**src/rtl/spi_ram_arbiter.sv**
```systemverilog
// -----------------------------------------------------------------------------
// spi_ram_arbiter
//
// Shares one command-driven RAM between two requesters: the SPI slave path
// (requester 0) and a local host port (requester 1). The RAM keeps its write
// and read addresses as internal state, so an address word and the data word
// that follows it must come from the same requester. The grant is therefore
// locked for a whole transaction. The lock ends on a write-data word, or on the
// RAM's answer to a read-data word. Ownership alternates round-robin at
// transaction boundaries. A lock timeout frees the RAM from an owner that
// stalls.
//
// Command word: {op[1:0], payload[7:0]}
//   op 00 write-address, 01 write-data (ends lock),
//   op 10 read-address,  11 read-data (waits for RAM data, then ends lock)
//
// Ports
//   clk, rst                 clock, synchronous active-high reset
//   req0_valid/data/ready    requester 0 command stream (valid/ready handshake)
//   rsp0_valid/data          requester 0 read data, one-cycle pulse
//   req1_* / rsp1_*          same for requester 1
//   ram_din, ram_rx_valid    command word to RAM, one-cycle strobe per word
//   ram_dout, ram_tx_valid   read data returned by the RAM
//   owner                    current or last granted requester
//   busy                     a transaction currently holds the lock
//   err_timeout              one-cycle pulse when the lock is forcibly released
// -----------------------------------------------------------------------------
module spi_ram_arbiter #(
    parameter int TIMEOUT = 64,
    parameter int TO_W    = $clog2(TIMEOUT + 1)
) (
    input  logic       clk,
    input  logic       rst,

    input  logic       req0_valid,
    input  logic [9:0] req0_data,
    output logic       req0_ready,
    output logic       rsp0_valid,
    output logic [7:0] rsp0_data,

    input  logic       req1_valid,
    input  logic [9:0] req1_data,
    output logic       req1_ready,
    output logic       rsp1_valid,
    output logic [7:0] rsp1_data,

    output logic [9:0] ram_din,
    output logic       ram_rx_valid,
    input  logic [7:0] ram_dout,
    input  logic       ram_tx_valid,

    output logic       owner,
    output logic       busy,
    output logic       err_timeout
);

    typedef enum logic [1:0] {
        IDLE    = 2'd0,
        OWN     = 2'd1,
        RD_WAIT = 2'd2
    } state_t;

    localparam logic [1:0] OP_WR_DATA = 2'b01;
    localparam logic [1:0] OP_RD_DATA = 2'b11;

    state_t          state, state_nxt;
    logic            owner_nxt;
    logic [TO_W-1:0] cnt, cnt_nxt;
    logic [9:0]      din_nxt;
    logic            rxv_nxt;
    logic            rsp0v_nxt, rsp1v_nxt;
    logic [7:0]      rsp0d_nxt, rsp1d_nxt;
    logic            err_nxt;

    logic            accept;
    logic [9:0]      word;
    logic            stall_expired;

    // The owner's word and handshake; only the owner ever sees ready.
    assign word          = owner ? req1_data : req0_data;
    assign accept        = (state == OWN) && (owner ? req1_valid : req0_valid);
    // cnt counts stalled cycles already spent; this is the last one allowed.
    assign stall_expired = (cnt == TO_W'(TIMEOUT - 1));

    assign req0_ready = (state == OWN) && !owner;
    assign req1_ready = (state == OWN) &&  owner;
    assign busy       = (state != IDLE);

    always_comb begin
        state_nxt = state;
        owner_nxt = owner;
        cnt_nxt   = cnt;
        din_nxt   = ram_din;
        rxv_nxt   = 1'b0;
        rsp0v_nxt = 1'b0;
        rsp1v_nxt = 1'b0;
        rsp0d_nxt = rsp0_data;
        rsp1d_nxt = rsp1_data;
        err_nxt   = 1'b0;

        case (state)
            IDLE: begin
                // Arbitration cycle: no word is consumed. On a tie the
                // requester that did not hold the last grant wins.
                if (req0_valid || req1_valid) begin
                    if (req0_valid && req1_valid)
                        owner_nxt = ~owner;
                    else
                        owner_nxt = req1_valid;
                    state_nxt = OWN;
                    cnt_nxt   = '0;
                end
            end

            OWN: begin
                if (accept) begin
                    din_nxt = word;
                    rxv_nxt = 1'b1;
                    cnt_nxt = '0;
                    case (word[9:8])
                        OP_WR_DATA: state_nxt = IDLE;
                        OP_RD_DATA: state_nxt = RD_WAIT;
                        default:    state_nxt = OWN;
                    endcase
                end else if (stall_expired) begin
                    err_nxt   = 1'b1;
                    state_nxt = IDLE;
                    cnt_nxt   = '0;
                end else begin
                    cnt_nxt = cnt + TO_W'(1);
                end
            end

            RD_WAIT: begin
                if (ram_tx_valid) begin
                    if (owner) begin
                        rsp1v_nxt = 1'b1;
                        rsp1d_nxt = ram_dout;
                    end else begin
                        rsp0v_nxt = 1'b1;
                        rsp0d_nxt = ram_dout;
                    end
                    state_nxt = IDLE;
                    cnt_nxt   = '0;
                end else if (stall_expired) begin
                    // Give up on the RAM; any late answer lands in IDLE
                    // and is ignored there.
                    err_nxt   = 1'b1;
                    state_nxt = IDLE;
                    cnt_nxt   = '0;
                end else begin
                    cnt_nxt = cnt + TO_W'(1);
                end
            end

            default: begin
                state_nxt = IDLE;
                cnt_nxt   = '0;
            end
        endcase
    end

    // Register stage: all outputs except ready/busy are registered. Reset also
    // clears the data registers so no stale word or response survives it.
    always_ff @(posedge clk) begin
        if (rst) begin
            state        <= IDLE;
            owner        <= 1'b1;
            cnt          <= '0;
            ram_din      <= '0;
            ram_rx_valid <= 1'b0;
            rsp0_valid   <= 1'b0;
            rsp1_valid   <= 1'b0;
            rsp0_data    <= '0;
            rsp1_data    <= '0;
            err_timeout  <= 1'b0;
        end else begin
            state        <= state_nxt;
            owner        <= owner_nxt;
            cnt          <= cnt_nxt;
            ram_din      <= din_nxt;
            ram_rx_valid <= rxv_nxt;
            rsp0_valid   <= rsp0v_nxt;
            rsp1_valid   <= rsp1v_nxt;
            rsp0_data    <= rsp0d_nxt;
            rsp1_data    <= rsp1d_nxt;
            err_timeout  <= err_nxt;
        end
    end

endmodule
```
**config.mk**
```make
export PLATFORM = sky130hd
export DESIGN_NAME = spi_ram_arbiter
export DESIGN_NICKNAME = d
export VERILOG_FILES = /design/src/rtl/spi_ram_arbiter.sv
export SDC_FILE = /design/constraint.sdc
export NUM_CORES = 1
export LEC_CHECK = 0
export BUFFER_PORTS_ARGS = -buffer_cell sky130_fd_sc_hd__buf_2
export CORE_AREA = 2 2 64 66
export DETAILED_ROUTE_END_ITERATION = 7
export DIE_AREA = 0 0 66 68
export PLACE_DENSITY = 0.77
export REMOVE_ABC_BUFFERS = 1
export SYNTH_ARGS = -nofsm -noshare
export SYNTH_HDL_FRONTEND = slang
export SYNTH_SLANG_ARGS = --single-unit
```
**constraint.sdc**
```tcl
create_clock -name clk -period 2 [get_ports clk]
set_input_delay 0.2 -clock clk [delete_from_list [all_inputs] [get_ports clk]]
set_output_delay 0.2 -clock clk [all_outputs]
set_load 0.03 [all_outputs]
```
* Word level (Yosys, flattened, before mapping) *
Index checks and enable logic that the tools add are counted.

operators by class
  reductions and logical operators = 14
  $add $sub $neg = 1
  multiply operators = 0
  multiplexer cells = 21
  bitwise gates (word level) = 4
  shifts and indexed selects = 0
  equal/unequal tests = 6
  div/mod/pow operators = 0
  $lt $le $gt $ge = 0

operator list
  kind                   count
  $mux W7                4
  $pmux W7 S3            1
  $mux W10               1
  $mux W1                8
  $mux W2                4
  $add A7 B1 Y7 const B  1
  $eq A7 B6 Y1 const B   1
  $pmux W2 S3            1
  $reduce_and A3 Y1      2
  $eq A2 B1 Y1 const B   2
  $eq A2 B2 Y1 const B   2
  $logic_and A1 B1 Y1    4
  $not A1 Y1             4
  $pmux W2 S2            1
  $reduce_and A2 Y1      2
  $reduce_or A3 Y1       1
  $logic_not A2 Y1       1
  $ne A2 B2 Y1 const B   1
  $pmux W1 S2            1
  $reduce_bool A2 Y1     1
  $reduce_or A2 Y1       1
  $logic_not A1 Y1       1
  $logic_or A1 B1 Y1     1

word-level totals
  register bits after elaboration = 40
  memory bits (read-only) = 0
  logic and storage cells = 56
  memories = 0
  bits in latches = 0
  memory bits (writable) = 0

* Logic depth before layout (Yosys ltp) *
  word-level depth = 5
  depth in mapped cells = 7

* Worst setup path after synthesis *
No wires, ideal clock.

  path kind = flip-flop to flip-flop
  start point = register owner
  end point = register state[1]
  required time = 1,868 ps
  stages on the path, launching flop included = 6
  arrival time = 1,390 ps
  slack = 478 ps
  cells stage by stage = dfxtp_1 -> mux2_4 -> and2_4 -> buf_6 -> a22oi_2 -> a21oi_1

on the way
  longest elaborated chain between the ends = 5
  elaborated cells between the ends (all ways) = 8
  classes of those cells = eq/ne (2); mux (5); reduce/logical (1)

RTL lines
  what                                                 line  text
  start, declared                                      52    output logic owner,
  start signal, assigned                               179   owner <= owner_nxt;
  $mux W10                                             80    assign word = owner ? req1_data : req0_data;
  $eq A2 B2 Y1 / $eq A2 B1 Y1 (equally long branches)  120   case (word[9:8])
  $pmux W2 S2                                          120
  $mux W2 *                                            116   if (accept) begin
  $pmux W2 S3 *                                        101   case (state)
  end signal, assigned                                 178   state <= state_nxt;
  end, declared                                        66    state_t state, state_nxt;

Mark *: on every way between the ends. The rest lies on a longest branch, timed or not.
A chain may end at the register's enable or synchronous reset.

* Final worst setup path *
  start point = register state[1]
  end point = register cnt[5]

on the way
  longest elaborated chain between the ends = 4
  elaborated cells between the ends (all ways) = 7
  classes of those cells = eq/ne (3); mux (2); reduce/logical (2)

RTL lines
  what                  line     text
  $eq A2 B1 Y1          81, 101
  $logic_and A1 B1 Y1   81       assign accept = (state == OWN) && (owner ? req1_valid : req0_valid);
  $mux W7               116
  $pmux W7 S3           101
  end signal, assigned  180      cnt <= cnt_nxt;
  end, declared         68       logic [TO_W-1:0] cnt, cnt_nxt;

Parallel ways exist; a longest one is shown, timed or not.

==> impl_metrics.yaml <==
outcome:
  status: "complete, no violations"
route:
  postRouteAntennaNets: 0
  drt_pass1_iterations: 4
  drc: 0
  num_vias: 1534
  via_per_inst: 4.93
  wl_per_cell_um: 12.4
  finalWirelength_mm: 3.85
  drt-initial-drc-count: 104
worst_setup_path:
  cp-start-kind: "flop"
  cp_cell_sequence: "inv_1 -> ha_1 -> or3b_1 -> nand4_1 -> xor2_1 -> nor2_1"
  arrival_ns: 1.86
  critPathKind: "reg -> reg"
  cp.required_ns: 2.17
  worst_setup_path_end_kind: "flop"
  cp_max_fo: 8
  critPathMaxStageDelay_ns: 0.53
  crit_slowest_cell: "or3b_1"
logic_synthesis:
  synth_flop_cell: "dfxtp_1"
  ys_types: 38
  avgSynthCellArea_sq_um: 8.99
  netlist_area_sq_um: 1770
  ys_warn_count: 0
  syn_inst: 197
  ys_ff_latch: 40
  synth_edf_count: 0
  async_flop_share_pct: 0
  ys_seq_area_share_pct: 45.2
final_layout:
  final_common_cell: "buf_2"
  fill_cells: 369
  most-common-layout-cells: "buf_2 (66), dfxtp_1 (40), nand2_1 (39), a21oi_1 (21), nor2_1 (19)"
  final_nets: 299
  antenna_cells: 0
  drive_above_1_share_pct: 32.2
  area_growth_pct: 23.5
global_routing:
  gr-total-overflow: 0
  first_global_vias: 1298
  grt_pass1_wl_mm: 5.95
  grt_max_degree: 28
  antenna_found_initial: 0
  track_usage_pct: 17.4
clock_network:
  holdBufCountCts: 0
  cts_root_buffer: "clkbuf_8"
  post_cts_buffers: 0
  clockBufferDepth: 2
  cts_tree: "done"
  cts_max_level: 2
  clock_latency_ns: 0.29
  clk_pin_slew_worst_paths_ns: 0.07
  numCtsBuffers: 5
  cts_resized: 0
  cts.sinks: 40
placement:
  io_buffers: 66
  dp_hpwl_mm: 2.85
  gp_congestion: 0.831
power:
  vdd.ir_drop.worst_mv: 0.528
  power_per_cell_area_nw_per_um2: 812
  power_leakage_nw: 1.01
sta:
  finalCriticalPeriod_ns: 1.68
  fmax_mhz: 595
  tightestPinTransition_ns: 0.565
  setup_viol_count_final: 0
  fin_crit_sh_pct: 84.1
  setup-tns-final_ns: 0
  slew_headroom_pct: 62.3
  final_hold_viol_count: 0
  fin_skew_ns: 0.00288
  slew_viol_final: 0
  rsz0062_at_grt: "no"
  whs_ns: 0.160
floorplanning:
  coreArea_sq_um: 3860
  fp-row-count: 23
  die_x_um: 66
  dieArea_sq_um: 4490
  initial_core_util_pct: 45.9
  die_h_um: 68
  ios: 67
run:
  cap_violations: 0
worst_hold_path:
  holdCritPathClass: "in -> reg"
-- power breakdown --
| group | total, mW | switching [mW] | internal (mW) |
|---|---|---|---|
| clock | 0.507 | 0.271 | 0.236 |
| combinational | 0.408 | 0.261 | 0.147 |
| sequential | 0.861 | 0.0227 | 0.838 |
| total | 1.78 | 0.554 | 1.22 |
-- critical path: cells and delay by family, from the launching register on --
| family | cells | cell delay (ns) |
|---|---|---|
| buffers and inverters | 1 | 0.10 |
| and+or+nand+nor | 3 | 0.76 |
| xor gates and xnor gates | 1 | 0.15 |
| adders and majority gates | 1 | 0.21 |
| DFF | 1 | 0.36 |
-- per-layer routing --
metal,vias to the layer above,GRT usage (%),share of wire (%)
met5,-,0,0
met4,0,7.40,1.2
met3,5,5.10,7.6
met2,56,27.3,46
met1,671,22.5,45
li1,802,-,-
-- worst paths after layout --
check	startpoint	to	slack (ns)	depth (start not counted)
max	state[1]$_SDFFE_PP0P_	cnt[5]$_SDFFE_PP0P_	0.32	6
max reg2reg	state[1]$_SDFFE_PP0P_	cnt[5]$_SDFFE_PP0P_	0.32	6
min	ram_dout[5]	rsp0_data[5]$_SDFFE_PP0P_	0.16	3
min reg2reg	rsp0_data[0]$_SDFFE_PP0P_	rsp0_data[0]$_SDFFE_PP0P_	0.45	2
-- Yosys cell counts, types with 2 or more instances --
library cell  count  area (sq um)
a211oi_1          9          67.6
dfxtp_1          40           801
nand2_1          39           146
xor2_1            4          35.0
clkbuf_1          5          18.8
inv_1             6          22.5
and3_1            4          25.0
nand4b_1          3          26.3
nand4_1           2          12.5
mux2i_1           9          90.1
nand3_1           3          15.0
nor3_1            2          10.0
buf_6             3          33.8
ha_1              5          62.6
buf_4             2          15.0
nor2_1           19          71.3
a21oi_1          21           105
-- final cells by class --
cell class / instances / area, sq um / share of cell area [%]
clock buffer: 5 / 68.8 / 3.15
clock inverter: 2 / 12.5 / 0.572
inverter: 6 / 22.5 / 1.03
multi-input combinational: 140 / 875 / 40.0
sequential: 40 / 801 / 36.6
tap: 50 / 62.6 / 2.86
timing repair buffer: 68 / 345 / 15.8
-- registers in the layout, indices dropped and copies added (netlist names) --
signal	cells
ram_din	10
rsp0_data	8
rsp1_data	8
cnt	7
state	2
err_timeout	1
owner	1
ram_rx_valid	1
rsp0_valid	1
rsp1_valid	1
-- cells by family after synthesis --
family | synth area share (%)
simple gates | 23.2
flops | 45.2
compound gates | 14.3
buf+inv | 5.37
mux | 5.94
xor+xnor | 2.47
fa+ha+maj | 3.53
-- per-stage QoR --
step           power (mW)  area (sq um)  setup slack, ns  instances  utilization [%]
6_report             1.78          2190            0.318        311             56.7
5_1_grt              1.86          2190            0.211        311             56.7
2_1_floorplan        1.15          1700            0.120        186                -
3_3_place_gp         1.28          2110            0.378        304             54.6
3_5_place_dp         1.29          2110            0.334        304             54.6
4_1_cts              1.80          2190            0.329        311             56.7
Note: power is estimated with default switching activity, not from simulation.
